--- src/rtl/ram8bit_pkg.sv ---
// rtl/ram8bit_pkg.sv - shared state encoding, pattern constants and counts for the RAM tester (RAM8BIT_TESTER_WALK_EN)
package ram8bit_pkg;

    typedef logic [2:0] state_t;

    localparam state_t S_IDLE = 3'd0;
    localparam state_t S_WR   = 3'd1;
    localparam state_t S_RD   = 3'd2;
    localparam state_t S_WAIT = 3'd3;
    localparam state_t S_CMP  = 3'd4;
    localparam state_t S_DONE = 3'd5;

    localparam logic [7:0] PAT_ZERO = 8'h00;
    localparam logic [7:0] PAT_ONES = 8'hFF;
    localparam logic [7:0] PAT_55   = 8'h55;
    localparam logic [7:0] PAT_AA   = 8'hAA;

    localparam int BASE_PAT_CNT = 4;

`ifdef RAM8BIT_TESTER_WALK_EN
    localparam int PAT_CNT   = 12;
    localparam int PAT_IDX_W = 4;
`else
    localparam int PAT_CNT   = 4;
    localparam int PAT_IDX_W = 2;
`endif

    typedef logic [PAT_IDX_W-1:0] pat_idx_t;

    function automatic logic [7:0] sat_inc8(input logic [7:0] v);
        return (v == 8'hFF) ? v : v + 8'd1;
    endfunction

endpackage

--- src/rtl/ram8bit_pat_rom.sv ---
// rtl/ram8bit_pat_rom.sv - combinational pattern index to pattern value map (RAM8BIT_TESTER_WALK_EN)
module ram8bit_pat_rom
    import ram8bit_pkg::*;
(
    input  pat_idx_t   idx,
    output logic [7:0] pat
);

    always_comb begin
        pat = PAT_ZERO;
        case (idx)
            pat_idx_t'(0): pat = PAT_ZERO;
            pat_idx_t'(1): pat = PAT_ONES;
            pat_idx_t'(2): pat = PAT_55;
            pat_idx_t'(3): pat = PAT_AA;
`ifdef RAM8BIT_TESTER_WALK_EN
            // Indices past the base set walk a single one from bit 0 upward
            default:       pat = 8'h01 << (idx - pat_idx_t'(BASE_PAT_CNT));
`else
            default:       pat = PAT_ZERO;
`endif
        endcase
    end

endmodule

--- src/rtl/ram8bit_tester.sv ---
// rtl/ram8bit_tester.sv - write/read/compare RAM pattern tester FSM with registered outputs (RAM8BIT_TESTER_WALK_EN)
module ram8bit_tester
    import ram8bit_pkg::*;
#(
    parameter int RD_LAT = 1
)
(
    input  logic       clk,
    input  logic       rst,
    input  logic       start,
    input  logic       abort,
    output logic       wr_co,
    output logic       rd_co,
    output logic [7:0] data,
    input  logic [7:0] ram_out,
    output logic       busy,
    output logic       done,
    output logic       pass,
    output logic [7:0] err_cnt,
    output logic [7:0] fail_pat
);

    localparam logic [1:0] WAIT_INIT = 2'(RD_LAT - 1);

    state_t     r_state;
    pat_idx_t   r_pat_idx;
    logic [1:0] r_wait_cnt;
    logic       r_wr_co;
    logic       r_rd_co;
    logic [7:0] r_data;
    logic       r_busy;
    logic       r_done;
    logic       r_pass;
    logic [7:0] r_err_cnt;
    logic [7:0] r_fail_pat;

    logic       w_in_run;
    logic       w_last_pat;
    logic       w_mismatch;
    logic [7:0] w_err_next;
    pat_idx_t   w_rom_idx;
    logic [7:0] w_rom_pat;

    // r_data still holds the pattern under test, so it doubles as the compare reference
    always_comb begin
        w_in_run   = (r_state == S_WR) || (r_state == S_RD) ||
                     (r_state == S_WAIT) || (r_state == S_CMP);
        w_last_pat = (r_pat_idx == pat_idx_t'(PAT_CNT - 1));
        w_mismatch = (r_state == S_CMP) && (ram_out != r_data);
        w_err_next = w_mismatch ? sat_inc8(r_err_cnt) : r_err_cnt;
        w_rom_idx  = (r_state == S_CMP) ? r_pat_idx + pat_idx_t'(1) : '0;
    end

    ram8bit_pat_rom u_pat_rom (
        .idx (w_rom_idx),
        .pat (w_rom_pat)
    );

    always_ff @(posedge clk) begin
        if (rst) begin
            r_state    <= S_IDLE;
            r_pat_idx  <= '0;
            r_wait_cnt <= 2'd0;
            r_wr_co    <= 1'b0;
            r_rd_co    <= 1'b0;
            r_data     <= 8'h00;
            r_busy     <= 1'b0;
            r_done     <= 1'b0;
            r_pass     <= 1'b0;
            r_err_cnt  <= 8'h00;
            r_fail_pat <= 8'h00;
        end else if (w_in_run && abort) begin
            // Abort wins over a same-cycle compare, which is therefore not counted
            r_state <= S_DONE;
            r_wr_co <= 1'b0;
            r_rd_co <= 1'b0;
            r_busy  <= 1'b0;
            r_done  <= 1'b1;
            r_pass  <= 1'b0;
        end else begin
            case (r_state)
                S_IDLE, S_DONE: begin
                    if (start) begin
                        r_state    <= S_WR;
                        r_pat_idx  <= '0;
                        r_wr_co    <= 1'b1;
                        r_data     <= w_rom_pat;
                        r_busy     <= 1'b1;
                        r_done     <= 1'b0;
                        r_pass     <= 1'b0;
                        r_err_cnt  <= 8'h00;
                        r_fail_pat <= 8'h00;
                    end
                end
                S_WR: begin
                    r_state <= S_RD;
                    r_wr_co <= 1'b0;
                    r_rd_co <= 1'b1;
                end
                S_RD: begin
                    r_state    <= S_WAIT;
                    r_rd_co    <= 1'b0;
                    r_wait_cnt <= WAIT_INIT;
                end
                S_WAIT: begin
                    if (r_wait_cnt == 2'd0) begin
                        r_state <= S_CMP;
                    end else begin
                        r_wait_cnt <= r_wait_cnt - 2'd1;
                    end
                end
                S_CMP: begin
                    r_err_cnt <= w_err_next;
                    if (w_mismatch && (r_err_cnt == 8'h00)) begin
                        r_fail_pat <= r_data;
                    end
                    if (w_last_pat) begin
                        r_state <= S_DONE;
                        r_busy  <= 1'b0;
                        r_done  <= 1'b1;
                        r_pass  <= (w_err_next == 8'h00);
                    end else begin
                        r_state   <= S_WR;
                        r_pat_idx <= r_pat_idx + pat_idx_t'(1);
                        r_wr_co   <= 1'b1;
                        r_data    <= w_rom_pat;
                    end
                end
                default: begin
                    r_state <= S_IDLE;
                    r_wr_co <= 1'b0;
                    r_rd_co <= 1'b0;
                    r_busy  <= 1'b0;
                end
            endcase
        end
    end

    assign wr_co    = r_wr_co;
    assign rd_co    = r_rd_co;
    assign data     = r_data;
    assign busy     = r_busy;
    assign done     = r_done;
    assign pass     = r_pass;
    assign err_cnt  = r_err_cnt;
    assign fail_pat = r_fail_pat;

endmodule

--- config.mk ---
export PLATFORM = sky130hd
export DESIGN_NAME = ram8bit_tester
export DESIGN_NICKNAME = d
export VERILOG_FILES = /design/src/rtl/ram8bit_pkg.sv /design/src/rtl/ram8bit_pat_rom.sv /design/src/rtl/ram8bit_tester.sv
export SDC_FILE = /design/constraint.sdc
export NUM_CORES = 1
export LEC_CHECK = 0
export CAP_MARGIN = 20
export CELL_PAD_IN_SITES_DETAIL_PLACEMENT = 2
export CELL_PAD_IN_SITES_GLOBAL_PLACEMENT = 2
export CORE_UTILIZATION = 30
export DETAILED_ROUTE_END_ITERATION = 16
export PLACE_DENSITY_LB_ADDON = 0.1
export SETUP_SLACK_MARGIN = 0.05
export SLEW_MARGIN = 20
export SYNTH_ARGS = -nofsm -noshare
export SYNTH_HDL_FRONTEND = slang
export SYNTH_SLANG_ARGS = --single-unit
--- constraint.sdc ---
create_clock -name clk -period 5.4 [get_ports clk]
set_input_delay 0.81 -clock clk [delete_from_list [all_inputs] [get_ports clk]]
set_output_delay 0.81 -clock clk [all_outputs]
set_load 0.05 [all_outputs]
==> results.toml, run 1 <==
[status]
status = "finished clean"

[setup_path]
r2r_start = "r_state[2]"
worstPathMaxFanout = 9
critical_path_class = "input port to register"
path_common_cell = "nor2_1"
cpPeakStageDelay_ns = 0.64
cp-startpoint = "abort"
cp_cell_sequence = "clkdlybuf4s50_1 > nand2b_1 > a21oi_1 > o21ai_0 > nor2_1 > a32oi_1 > nor2_1"
worst-endpoint-arrival_ns = 2.86
end_kind = "register"
required_ns = 5.53
critical_path.slowest_cell = "clkdlybuf4s50_1"
cpLargestDelayFamily = "compound AO/OA/AOI/OAI gates"
cp-start-kind = "input port"
cp_num_buf_inv = 1

[synthesis]
synth_top_area_cell = "dfxtp_1"
synth_edf_count = 0
synth_seq_cells = 23
ys_seq_area_share_pct = 28.7
syn_area_mm2 = 0.00161
postSynthCellCount = 205
async_flop_share_pct = 0
synth_top_area_share_pct = 28.7
ys_top_cells_by_area = "dfxtp_1 29%, a21oi_1 7.5%, buf_4 6.1%"
synth_flop_cell = "dfxtp_1"
synth.net_count = 221
ys_types = 49
synth_warnings = 0
syn_avg_cell_area_um2 = 7.83

[cells_and_area]
final_common_cell = "clkdlybuf4s50_1"
layout-drive-gt1-share_pct = 6.19
antenna_cells = 0
fillers = 600
post-route-util_pct = 38.8
final_cell_mix = "40 x clkdlybuf4s50_1, 24 x a21oi_1, 23 x dfxtp_1"
area_growth_pct = 24.2
fin_nets = 243

[timing]
maxSlewHeadroom_pct = 45.7
setup_tns_ns = 0
hold_violations = 0
skew_ns = 0.00464
fmax_mhz = 367
layout_min_cycle_time_ns = 2.72
rsz0062_at_grt = "false"
finalSetupViolCount = 0
fin_crit_sh_pct = 50.5
slew_viol_final = 0
max_slew.worst_pin.slew_ns = 0.812

[floorplan]
rows = 26
die-area_mm2 = 0.00565
die_w_um = 75.2
start_util_pct = 31.2
ios = 41
die_h_um = 75.2
core_mm2 = 0.00514

[clock_network]
tritoncts = "built"
cts_setup_buffers = 0
cts.sinks = 23
hold_buffers = 0
clk_pin_slew_ns = 0.09
root_buffer = "clkbuf_8"
clk_latency_ns = 0.27
clockBufferDepth = 2
ctsResizeCount = 0
htree_levels = 1
numCtsBuffers = 3

[power]
p_int_uw = 315
clock_power_share_pct = 21.2
p_switching_uw = 229
switching_share_pct = 42.1
combPwrFrac_pct = 37.9
leakagePower_uw = 0.000673
ir_drop_uv = 145
powerDensity_mw_per_mm2 = 273
seq_power_share_pct = 40.9

[detailed_routing]
dr.pass1.iters = 4
drc_errors = 0
num_vias = 1573
drt-initial-drc-count = 56
wl_um = 5030
postRouteAntennaNets = 0
viasPerCell = 5.31
avgRoutedWirePerCell_um = 17.0

[job]
drv_cap = 0

[grt]
grt_pass1_vias = 1607
grt_max_degree = 25
grtUsageTotal_pct = 19.3
grt.overflow.total = 0
grt_pass1_wl_um = 8250
antenna_found_initial = 0

[placement]
place_congestion = 0.815
port_buffers = 40
dp_hpwl_um = 3760

[worst_hold_path]
min_path_type = "register to register"
worstHoldStart = "r_wait_cnt[1]"
## worst min-delay path, stage by stage (launching register included)
cell	delay, ns
dfxtp_1	0.32
nand2_1	0.05
a21oi_1	0.05
## routing by layer
| layer | share of wire, % | wire length [um] | vias up | GRT usage (%) |
|---|---|---|---|---|
| li1 | - | - | 774 | - |
| met1 | 52 | 2640 | 762 | 28.3 |
| met2 | 43 | 2190 | 32 | 30.6 |
| met3 | 3.4 | 170 | 5 | 2.01 |
| met4 | 0.78 | 39 | 0 | 4.32 |
| met5 | 0 | 0 | - | 0 |
## sequential cells by signal (all words and copies together) (netlist names)
register and count:
r_pat_idx 1, busy 1, data 2, done 1, pass 1, fail_pat 2
r_wait_cnt 2, err_cnt 8, rd_co 1, r_state 3, wr_co 1
## path summary, 6_finish.rpt
check / to / slack, ns / cells past startpoint
worst max-delay path: fail_pat[5] / 2.68 / 7
worst min-delay path: r_wait_cnt[1] / 0.47 / 2
worst max register to register: err_cnt[5] / 2.68 / 6
worst min register to register: r_wait_cnt[1] / 0.47 / 2
## cells in the mapped netlist (all sizes together) (2+ instances only)
library cell and count:
nand2b 4, and2 3, a31oi 3, and3 4
nand2 16, nor2 23, dfxtp 23, a32oi 2
nand3 4, clkbuf 7, or4 6, inv 6
a21boi 2, nor3 6, buf 16, nand3b 2
nor2b 3, a22oi 5, o21ai 11, mux2i 3
ha 4, a21oi 25, nand4 5, nor4b 3
o21a 2, xnor2 2
## per-stage QoR
stage | total power, uW | instance area, um2 | worst slack, ns | hold WS (ns) | std cells
2_1_floorplan | 372 | 1610 | 3.11 | 0.432 | 205
6_report | 544 | 1990 | 2.68 | 0.469 | 296
4_1_cts | 551 | 1990 | 2.70 | 0.478 | 296
5_1_grt | 578 | 1990 | 2.41 | 0.489 | 296
3_3_place_gp | 426 | 1950 | 2.52 | 0.441 | 292
3_5_place_dp | 433 | 1950 | 2.42 | 0.462 | 292
## final cells by class
class	count	area, um2	area share [%]
Inverter	6	22.5	1.13
Clock buffer	4	45.0	2.26
Tap cell	70	87.6	4.39
Timing Repair Buffer	40	400	20.1
Multi-Input combinational cell	153	977	49.0
Sequential cell	23	460	23.1
## cell families (layout without fill, tap and decap cells)
logic type	Yosys count	in the layout	synth area share, %
AND/OR/NAND/NOR	84	84	29.2
AO/OA/AOI/OAI	58	58	22.5
buffers and inverters	29	50	10.4
flip-flops	23	23	28.7
adder cells (fa/ha/maj)	5	5	3.74
multiplexers	4	4	4.36
XOR/XNOR	2	2	1.09
## power groups by stage
| stage | combinational (uW) | sequential [uW] | clock [uW] |
|---|---|---|---|
| 6_report | 206 | 222 | 115 |
| 5_1_grt | 226 | 228 | 125 |
| 4_1_cts | 208 | 222 | 121 |
| 3_5_place_dp | 207 | 226 | 0 |
| 3_3_place_gp | 201 | 225 | 0 |
| 2_1_floorplan | 141 | 231 | 0 |
(Power assumes the default switching activity.)
==> inputs of run 2 (changes only) <==
--- a/config.mk
+++ b/config.mk
@@ -8,7 +8,7 @@
 export CAP_MARGIN = 20
 export CELL_PAD_IN_SITES_DETAIL_PLACEMENT = 2
 export CELL_PAD_IN_SITES_GLOBAL_PLACEMENT = 2
-export CORE_UTILIZATION = 30
+export CORE_UTILIZATION = 27
 export DETAILED_ROUTE_END_ITERATION = 16
 export PLACE_DENSITY_LB_ADDON = 0.1
 export SETUP_SLACK_MARGIN = 0.05
==> constraint.sdc (replaced) <==
create_clock -name clk -period 2.63 [get_ports clk]
set_input_delay 0.3945 -clock clk [delete_from_list [all_inputs] [get_ports clk]]
set_output_delay 0.3945 -clock clk [all_outputs]
set_load 0.05 [all_outputs]
==> run 2 against run 1 <==
Clock skew fell by 0.00065 ns. Core utilization fell by 2.4 points. Worst setup slack got worse by 2.4 ns. Flip-flop and latch count did not move. Non-clock buffer count rose by 6. Clock power rose by 100%. Register-to-register slack got worse by 2.4 ns. Combinational power rose by 140%. Global-route usage fell by 0.90 points. Via count rose by 3.6%. Critical endpoint is now err_cnt[5]. Worst hold slack barely moved. Design area rose by 2.4%.
==> results.toml, run 2 (synthesis gave the netlist of run 1 again) <==
[floorplan]
die_h_um = 79.1
core_mm2 = 0.00561
die-area_mm2 = 0.00626
rows = 27
ios = 41
start_util_pct = 28.6
die_w_um = 79.1

[timing]
max_slew.worst_pin.slew_ns = 0.657
rsz0062_at_grt = "false"
skew_ns = 0.00399
finalSetupViolCount = 0
fmax_mhz = 434
slew_viol_final = 0
layout_min_cycle_time_ns = 2.31
hold_violations = 0
fin_crit_sh_pct = 87.7
worst_slack_ns = 0.324
setup_tns_ns = 0
maxSlewHeadroom_pct = 56.2

[detailed_routing]
wl_um = 5320
dr.pass1.iters = 4
avgRoutedWirePerCell_um = 17.5
viasPerCell = 5.36
drc_errors = 0
num_vias = 1630
drt-initial-drc-count = 52
postRouteAntennaNets = 0

[grt]
grt_pass1_vias = 1755
grtUsageTotal_pct = 18.4
antenna_found_initial = 0
grt_pass1_wl_um = 9040
grt_max_degree = 21
grt.overflow.total = 0

[job]
drv_cap = 0

[power]
powerDensity_mw_per_mm2 = 561
ir_drop_uv = 243
leakagePower_uw = 0.000703

[setup_path]
worstRegToRegCells = 6
cpLargestDelayFamily = "simple AND/OR/NAND/NOR gates"
cp_num_buf_inv = 0
cp_cell_sequence = "nor3b_4 > nand4_1 > a21oi_2 > nand2_1 > or4_1 > a31oi_1"
cpPeakStageDelay_ns = 0.53
cp-start-kind = "register"
timing.rr.end = "err_cnt[5]"
critical_path.slowest_cell = "dfxtp_1"
worstPathMaxFanout = 17
r2r_slack_ns = 0.32
r2r_start = "r_state[1]"
worst-endpoint-arrival_ns = 2.51
required_ns = 2.84
critical_path_class = "register to register"
end_kind = "register"

[cells_and_area]
area_growth_pct = 27.1
regArea_um2 = 460
final_common_cell = "clkdlybuf4s50_1"
antenna_cells = 0
layout-drive-gt1-share_pct = 8.62
multi_input_area_um2 = 977
fin_nets = 249
largest_register_ffs = 8
fillers = 667
final_cell_mix = "40 x clkdlybuf4s50_1, 24 x a21oi_1, 23 x dfxtp_1"

[clock_network]
clk_latency_ns = 0.27
tritoncts = "built"
cts_setup_buffers = 0
root_buffer = "clkbuf_8"
htree_levels = 1
clockBufferDepth = 2
hold_buffers = 0
clk_pin_slew_ns = 0.09
cts.sinks = 23
ctsResizeCount = 0
numCtsBuffers = 3

[worst_hold_path]
min_path_type = "register to register"
worstHoldPathCells = 2
worstHoldStart = "r_wait_cnt[1]"
whs_endpoint = "r_wait_cnt[1]"

[placement]
dp_hpwl_um = 3920
dp_worst_setup_slack_ns = 0.189
place_congestion = 0.812
port_buffers = 40

[status]
status = "finished clean"
==> run 2: cell count changes in the layout (fill, tap and decap cells not counted), sizes merged <==
cell | before | now
buf | 0 | 6
==> run 2: per-stage QoR <==
step	instance area (um2)	total power, uW	utilization, %	hold WS (ns)	cells
2_1_floorplan	1610	764	-	0.432	205
3_3_place_gp	2000	897	35.6	0.439	300
3_5_place_dp	2000	918	35.6	0.460	300
4_1_cts	2040	1160	36.4	0.475	304
5_1_grt	2040	1220	36.4	0.491	304
6_report	2040	1150	36.4	0.469	304
==> run 2: report_power, final <==
group / switching (uW) / internal (uW)
clock: 127 / 108
combinational: 307 / 179
sequential: 46.3 / 378
total: 480 / 665
==> run 2: layout make-up <==
cell class / count / share of cell area (%)
flip-flops and latches: 23 / 22.6
repair buffers: 46 / 21.8
multi-input cells: 153 / 47.9
clock buffers: 4 / 2.21
well taps: 72 / 4.41
inverters: 6 / 1.10
==> run 2: routing by layer <==
metal | part of all wire (%) | track usage [%] | wire (um)
met5 | 0 | 0 | 0
met2 | 47 | 31.2 | 2510
met4 | 0.92 | 4.36 | 49
met3 | 2.7 | 2.64 | 146
met1 | 49 | 24.5 | 2610
==> run 2: worst register-to-register path: stages, from the launching register on <==
cell,delay (ns)
dfxtp_1,0.53
nor3b_4,0.40
nand4_1,0.20
a21oi_2,0.30
nand2_1,0.16
or4_1,0.49
a31oi_1,0.16
==> run 2: worst max path at each step <==
stage	start	to	slack [ns]	cells after the start
final	r_state[1]	err_cnt[5]	0.32	6
after floorplan	err_cnt[0]	pass	0.39	8
after global routing	r_state[1]	err_cnt[5]	0.12	6
after CTS	r_state[1]	err_cnt[5]	0.36	6
after global placement	ram_out[0]	err_cnt[6]	0.25	7
after detailed placement	ram_out[0]	pass	0.19	7
